--- config.mk ---
export PLATFORM = sky130hd
export DESIGN_NAME = psk_mode_sched
export DESIGN_NICKNAME = d
export VERILOG_FILES = /design/src/rtl/psk_pkg.sv /design/src/rtl/psk_sched_timer.sv /design/src/rtl/psk_mode_sched.sv
export SDC_FILE = /design/constraint.sdc
export NUM_CORES = 1
export LEC_CHECK = 0
export CORE_MARGIN = 2
export CORE_UTILIZATION = 55
export DETAILED_ROUTE_END_ITERATION = 12
export PLACE_DENSITY = 0.85
export SYNTH_ARGS = -nofsm -noshare
export SYNTH_HDL_FRONTEND = slang
export SYNTH_SLANG_ARGS = --single-unit
--- constraint.sdc ---
create_clock -name clk_1M024 -period 4 [get_ports clk_1M024]
set_clock_uncertainty 0.1 [all_clocks]
set_input_delay 0.8 -clock clk_1M024 [delete_from_list [all_inputs] [get_ports clk_1M024]]
set_output_delay 0.8 -clock clk_1M024 [all_outputs]
set_load 0.05 [all_outputs]
--- src/rtl/psk_pkg.sv ---
// Shared constants, configuration payload and scheduler state encoding for the PSK modem.
package psk_pkg;

    localparam logic [3:0]  MODE_BPSK    = 4'b0001;
    localparam logic [3:0]  MODE_QPSK    = 4'b0010;
    localparam logic [3:0]  MODE_MIX     = 4'b0100;

    localparam logic [15:0] PHASE_RST    = 16'd8190;
    localparam logic [3:0]  DELAY_RST    = 4'd8;
    localparam logic [3:0]  GARDNER_RST  = 4'd3;
    localparam logic [3:0]  FEEDBACK_RST = 4'd0;

    typedef enum logic [1:0] {
        IDLE,
        DRAIN,
        FLUSH,
        SETTLE
    } sched_state_e;

    // One complete datapath configuration as applied to the modem.
    typedef struct packed {
        logic [3:0]  mode;
        logic [15:0] phase;
        logic [3:0]  delay;
        logic [3:0]  gardner_shift;
        logic [3:0]  feedback_shift;
    } sched_cfg_t;

    localparam sched_cfg_t CFG_RST = '{
        mode:           MODE_BPSK,
        phase:          PHASE_RST,
        delay:          DELAY_RST,
        gardner_shift:  GARDNER_RST,
        feedback_shift: FEEDBACK_RST
    };

    function automatic logic mode_legal(input logic [3:0] mode);
        return (mode == MODE_BPSK) || (mode == MODE_QPSK) || (mode == MODE_MIX);
    endfunction

endpackage

--- src/rtl/psk_sched_timer.sv ---
// Loadable down-counter with a zero flag; stops at zero until reloaded.
module psk_sched_timer #(
    parameter int unsigned W = 6
) (
    input  logic         clk,
    input  logic         rst_n,
    input  logic         load,
    input  logic [W-1:0] load_val,
    output logic         zero_c
);

    logic [W-1:0] count;

    always_ff @(posedge clk) begin
        if (!rst_n) begin
            count <= '0;
        end else if (load) begin
            count <= load_val;
        end else if (count != '0) begin
            count <= count - W'(1);
        end
    end

    assign zero_c = (count == '0);

endmodule

--- src/rtl/psk_mode_sched.sv ---
// Mode/config scheduler: drains the in-flight Tx frame, applies the new config, flushes Rx, settles.
// Optional DRAIN timeout is compiled in with PSK_SCHED_TIMEOUT_EN.
module psk_mode_sched
    import psk_pkg::*;
#(
    parameter int unsigned FLUSH_CYCLES   = 16,
    parameter int unsigned SETTLE_CYCLES  = 64
`ifdef PSK_SCHED_TIMEOUT_EN
    ,
    parameter int unsigned TIMEOUT_CYCLES = 4096
`endif
) (
    input  logic        clk_1M024,
    input  logic        rst_n_1M024,
    input  logic        cfg_valid,
    output logic        cfg_ready,
    input  logic [3:0]  cfg_mode,
    input  logic [15:0] cfg_phase,
    input  logic [3:0]  cfg_delay,
    input  logic [3:0]  cfg_gardner_shift,
    input  logic [3:0]  cfg_feedback_shift,
    input  logic        tx_tvalid,
    input  logic        tx_tlast,
    output logic [3:0]  MODE_CTRL,
    output logic [15:0] TX_PHASE_CONFIG,
    output logic [3:0]  DELAY_CNT,
    output logic [3:0]  GARDNER_SHIFT,
    output logic [3:0]  FEEDBACK_SHIFT,
    output logic        tx_hold,
    output logic        rx_flush,
    output logic        busy,
    output logic        cfg_done,
    output logic        cfg_err,
    output logic        drain_timeout
);

    localparam int unsigned FS_MAX  = (FLUSH_CYCLES > SETTLE_CYCLES) ? FLUSH_CYCLES : SETTLE_CYCLES;
`ifdef PSK_SCHED_TIMEOUT_EN
    localparam int unsigned TMR_MAX = (TIMEOUT_CYCLES > FS_MAX) ? TIMEOUT_CYCLES : FS_MAX;
`else
    localparam int unsigned TMR_MAX = FS_MAX;
`endif
    localparam int unsigned TMR_W   = (TMR_MAX > 1) ? $clog2(TMR_MAX) : 1;

    sched_state_e state;
    sched_state_e next_state;

    sched_cfg_t   req;
    sched_cfg_t   shadow;
    sched_cfg_t   applied;
    logic         req_legal;
    logic         in_frame;

    logic             tmr_load;
    logic [TMR_W-1:0] tmr_val;
    logic             tmr_zero_c;

    logic         latch;
    logic         apply;
    logic         done_nxt;
    logic         err_nxt;
`ifdef PSK_SCHED_TIMEOUT_EN
    logic         drain_force;
`endif

    assign req = '{
        mode:           cfg_mode,
        phase:          cfg_phase,
        delay:          cfg_delay,
        gardner_shift:  cfg_gardner_shift,
        feedback_shift: cfg_feedback_shift
    };
    assign req_legal = mode_legal(cfg_mode) && (cfg_phase != 16'd0);

    psk_sched_timer #(
        .W (TMR_W)
    ) u_timer (
        .clk      (clk_1M024),
        .rst_n    (rst_n_1M024),
        .load     (tmr_load),
        .load_val (tmr_val),
        .zero_c   (tmr_zero_c)
    );

    always_ff @(posedge clk_1M024) begin
        if (!rst_n_1M024) begin
            state <= IDLE;
        end else begin
            state <= next_state;
        end
    end

    // Timer is loaded on entry to each timed state; zero means the state's budget is spent.
    always_comb begin
        next_state = state;
        tmr_load   = 1'b0;
        tmr_val    = '0;
        latch      = 1'b0;
        apply      = 1'b0;
        done_nxt   = 1'b0;
        err_nxt    = 1'b0;
`ifdef PSK_SCHED_TIMEOUT_EN
        drain_force = 1'b0;
`endif
        case (state)
            IDLE: begin
                if (cfg_valid && cfg_ready) begin
                    if (!req_legal) begin
                        err_nxt = 1'b1;
                    end else if (req == applied) begin
                        done_nxt = 1'b1;
                    end else begin
                        latch      = 1'b1;
                        next_state = DRAIN;
`ifdef PSK_SCHED_TIMEOUT_EN
                        tmr_load   = 1'b1;
                        tmr_val    = TMR_W'(TIMEOUT_CYCLES - 1);
`endif
                    end
                end
            end
            DRAIN: begin
                if (!in_frame || (tx_tvalid && tx_tlast)) begin
                    next_state = FLUSH;
                    apply      = 1'b1;
                    tmr_load   = 1'b1;
                    tmr_val    = TMR_W'(FLUSH_CYCLES - 1);
                end
`ifdef PSK_SCHED_TIMEOUT_EN
                else if (tmr_zero_c) begin
                    drain_force = 1'b1;
                    next_state  = FLUSH;
                    apply       = 1'b1;
                    tmr_load    = 1'b1;
                    tmr_val     = TMR_W'(FLUSH_CYCLES - 1);
                end
`endif
            end
            FLUSH: begin
                if (tmr_zero_c) begin
                    next_state = SETTLE;
                    tmr_load   = 1'b1;
                    tmr_val    = TMR_W'(SETTLE_CYCLES - 1);
                end
            end
            SETTLE: begin
                if (tmr_zero_c) begin
                    next_state = IDLE;
                    done_nxt   = 1'b1;
                end
            end
            default: begin
                next_state = IDLE;
            end
        endcase
    end

    // A forced drain abandons the tracked frame so the next DRAIN does not stall on it.
    always_ff @(posedge clk_1M024) begin
        if (!rst_n_1M024) begin
            in_frame <= 1'b0;
`ifdef PSK_SCHED_TIMEOUT_EN
        end else if (drain_force) begin
            in_frame <= 1'b0;
`endif
        end else if (tx_tvalid) begin
            in_frame <= ~tx_tlast;
        end
    end

    always_ff @(posedge clk_1M024) begin
        if (!rst_n_1M024) begin
            shadow    <= CFG_RST;
            applied   <= CFG_RST;
            tx_hold   <= 1'b0;
            rx_flush  <= 1'b0;
            busy      <= 1'b0;
            cfg_ready <= 1'b0;
            cfg_done  <= 1'b0;
            cfg_err   <= 1'b0;
        end else begin
            if (latch) begin
                shadow <= req;
            end
            if (apply) begin
                applied <= shadow;
            end
            tx_hold   <= (next_state != IDLE);
            rx_flush  <= (next_state == FLUSH);
            busy      <= (next_state != IDLE);
            cfg_ready <= (next_state == IDLE);
            cfg_done  <= done_nxt;
            cfg_err   <= err_nxt;
        end
    end

`ifdef PSK_SCHED_TIMEOUT_EN
    always_ff @(posedge clk_1M024) begin
        if (!rst_n_1M024) begin
            drain_timeout <= 1'b0;
        end else if (latch) begin
            drain_timeout <= 1'b0;
        end else if (drain_force) begin
            drain_timeout <= 1'b1;
        end
    end
`else
    assign drain_timeout = 1'b0;
`endif

    assign MODE_CTRL       = applied.mode;
    assign TX_PHASE_CONFIG = applied.phase;
    assign DELAY_CNT       = applied.delay;
    assign GARDNER_SHIFT   = applied.gardner_shift;
    assign FEEDBACK_SHIFT  = applied.feedback_shift;

endmodule

==> flow_summary_export.csv <==
group,metric,value,unit
run_status,run_status,"completed",
hold_path,worst_hold_startpoint,"shadow[25]",
setup_path,cp_data_required_time,4.18,ns
sta,layout_worst_path_cycle_share,72.5,%
floorplan,die_x,85.1,µm
setup_path,timing.critical_path.to_type,"register",
global_route,first_global_vias,2909,
cells_and_area,area.growth.synth_to_final,28.7,%
clock_network,cts_buffers,9,
cells_and_area,layout.cells.most_common,"sky130_fd_sc_hd__nand2_1",
pwr,power.density_cell_area,432,mW/mm²
setup_path,critical-path-top-delay-family,"simple AND/OR/NAND/NOR gates",
sta,finalHoldViolCount,0,
sta,finalWorstPathRequiredPeriod,2.90,ns
clock_network,hold_buffers,0,
floorplan,die-height,85.1,µm
placed_design,dpl.cell_count,546,
sta,final-setup-viol-count,0,
setup_path,cp_slowest_cell,"sky130_fd_sc_hd__nor4_1",
cells_and_area,drive_above_1_share,5.36,%
drt,met2_wirelength,4070,µm
placed_design,final_estimated_routing_congestion_in_global_placement,0.798,
drt,route.vias.total,3035,
hold_path,holdPathStages,2,
yosys,syn_nets,458,
cells_and_area,diodes,0,
drt,met1Wirelength,3530,µm
global_route,antenna_found_initial,0,
global_route,grt_remaining_overflow,0,
yosys,synth.avg_cell_area,8.71,µm²
setup_path,worstReg2RegStart,"u_timer.count[0]",
pwr,max-vdd-ir-drop,0.000372,V
setup_path,cp_slowest_stage_delay,0.66,ns
cells_and_area,finish.net_count,523,
floorplan,placement_rows,29,
setup_path,arrival_worst_endpoint,3.08,ns
floorplan,core_region_area,0.00635,mm²
drt,drtIter0Drc,150,
sta,finalMaxSlewViolations,0,
setup_path,crit_start,"cfg_mode[0]",
sta,unrepaired_setup_endpoints_after_global_routing,"false",
sta,post-route-worst-setup-slack,1.10,ns
yosys,synth-seq-area-share,43.2,%
clock_network,cts-root-to-sink-buffers,2,
clock_network,worstSkewPairLatency,0.36,ns
setup_path,worstSetupStartpointType,"input pin",
floorplan,floorplan.initialDensity,56.9,%
sta,hold_ws,0.360,ns
yosys,synth-edff-count,0,
drt,route.met3.wl,573,µm
setup_path,ff2ff_setup_slack,1.58,ns
placed_design,dp_hpwl,5940,µm
cells_and_area,final_instance_area,0.00465,mm²
yosys,post_synth_inst_count,415,
setup_path,cp.depth,7,
drt,drtPass1Iterations,4,
sta,max_slew.worst_pin.slew,0.756,ns
pwr,cellLeakagePower,0.00169,µW
floorplan,io-pin-count,76,
drt,average_vias_per_placed_instance,5.40,
flow_run,timing.max_cap.violations,0,
yosys,synthArstFlopShare,0,%
global_route,grt_start_max_net_pins,49,
setup_path,path_max_fanout,24,
sta,setup-tns-final,0,ns
hold_path,hold_class,"register to register",
placed_design,postPlaceCellArea,0.00440,mm²
clock_network,clkSlewWorstSetupHoldPaths,0.08,ns
drt,remaining_drcs,0,
clock_network,cts_tree,"done",
global_route,grt_use_total,23.8,%
placed_design,io_buffer_count,74,
yosys,netlist_area,0.00361,mm²
clock_network,cts_htree_levels,3,
clock_network,cts_setup_buffers,0,
yosys,synth-warning-count,0,
placed_design,dpl_worst_slack,0.798,ns
cells_and_area,final_cell_count_no_fill,562,
setup_path,timing.setup.critical_path_class,"input pin to register",
drt,routed_wirelength,8360,µm
cells_and_area,layout_common_cells,"sky130_fd_sc_hd__nand2_1 (103), sky130_fd_sc_hd__dfxtp_1 (78), sky130_fd_sc_hd__clkdlybuf4s50_1 (73)",
clock_network,cts_repair_resize_count,0,
sta,max_freq,345,MHz
setup_path,path_cells,"clkdlybuf4s50_1, xnor2_1, nand4_1, nor4_1, a21boi_4, buf_12, mux2i_1",
clock_network,clock_sink_count,78,
drt,drtAntennaViolNets,0,
sta,max_slew_margin,49.2,%
setup_path,cp_buf_inv_count,2,
drt,wl_per_cell,14.9,µm
yosys,synth-seq-cells,78,
drt,route.top_layer_used,"met4",
clock_network,cts.root.buffer_cell,"sky130_fd_sc_hd__clkbuf_8",
yosys,ys_types,36,
global_route,wire_length_of_the_first_global_routing_pass,13600,µm
yosys,ys.flop_type,"sky130_fd_sc_hd__dfxtp_1",
floorplan,die_area,0.00723,mm²
setup_path,worst-r2r-cell-count,7,
[routing by layer]
metal,up-vias,track usage [%]
li1,1500,-
met1,1420,29.8
met2,96,39.7
met3,19,5.35
met4,0,9.52
met5,-,0
[report_power, final]
group	switching [µW]	internal, µW	total [µW]	leakage, µW
Clock	284	450	733	0.000124
Sequential	38.5	821	859	0.000633
Combinational	218	199	417	0.000934
[cell type report]
cell class,count,area [µm²]
well taps,77,96.3
clock inverters,3,90.1
flip-flops and latches,78,1560
inverters,7,26.3
multi-input cells,305,1930
fillers,479,1700
clock buffers,13,159
repair buffers,79,786
[cell usage after synthesis, types with 2 or more instances]
master                     number  area, µm²
sky130_fd_sc_hd__dfxtp_1       78       1560
sky130_fd_sc_hd__nand4_1        9       56.3
sky130_fd_sc_hd__nand2_1      103        387
sky130_fd_sc_hd__o21ai_0        4       20.0
sky130_fd_sc_hd__a21oi_1        7       35.0
sky130_fd_sc_hd__a31oi_1        2       12.5
sky130_fd_sc_hd__ha_1           6       75.1
sky130_fd_sc_hd__inv_1          7       26.3
sky130_fd_sc_hd__a21boi_0      20        150
sky130_fd_sc_hd__nor4_1         6       37.5
sky130_fd_sc_hd__o21a_1         5       37.5
sky130_fd_sc_hd__nor2_1         3       11.3
sky130_fd_sc_hd__nor2b_1       33        206
sky130_fd_sc_hd__and3_1         3       18.8
sky130_fd_sc_hd__nor3_1         3       15.0
sky130_fd_sc_hd__xnor2_1       36        315
sky130_fd_sc_hd__clkbuf_1      19       71.3
sky130_fd_sc_hd__buf_2          4       20.0
sky130_fd_sc_hd__nand3_1       19       95.1
sky130_fd_sc_hd__buf_4          2       15.0
sky130_fd_sc_hd__mux2i_1       31        310
[registers in the layout, indices dropped and copies added (netlist names), 2 cells and up]
signal / flops
DELAY_CNT: 4
FEEDBACK_SHIFT: 4
GARDNER_SHIFT: 4
MODE_CTRL: 4
TX_PHASE_CONFIG: 16
shadow: 32
state: 2
u_timer.count: 6
[per-stage QoR]
| stage | utilization [%] | power [µW] |
|---|---|---|
| 4_1_cts | 73.2 | 2020 |
| 3_5_place_dp | 69.3 | 1290 |
| 6_report | 73.2 | 2010 |
| 2_1_floorplan | - | 1170 |
| 3_3_place_gp | 69.3 | 1280 |
| 5_1_grt | 73.2 | 2090 |
[path summary, 6_finish.rpt]
kind | endpoint
max | shadow[17]
min | shadow[25]
max reg2reg | rx_flush
min reg2reg | shadow[25]
[worst reg2reg max path: cells and delay by family (launching register included)]
| family | cells | cell delay [ns] |
|---|---|---|
| AND/OR/NAND/NOR | 3 | 1.09 |
| buffers and inverters | 1 | 0.09 |
| flip-flops | 1 | 0.35 |
| adder cells (fa/ha/maj) | 1 | 0.14 |
| AO/OA/AOI/OAI | 2 | 0.53 |
[kinds of logic (layout without fill, tap and decap cells)]
family	count (synthesis)	in the layout	share of synthesized area, %
simple gates	188	188	25.2
flops	78	78	43.2
compound gates	42	42	8.17
xor+xnor	37	37	8.97
buf+inv	32	102	3.67
mux	31	31	8.59
fa+ha+maj	6	6	2.08
other cells	1	1	0.104
No activity file was read; power rests on OpenSTA's default activity.
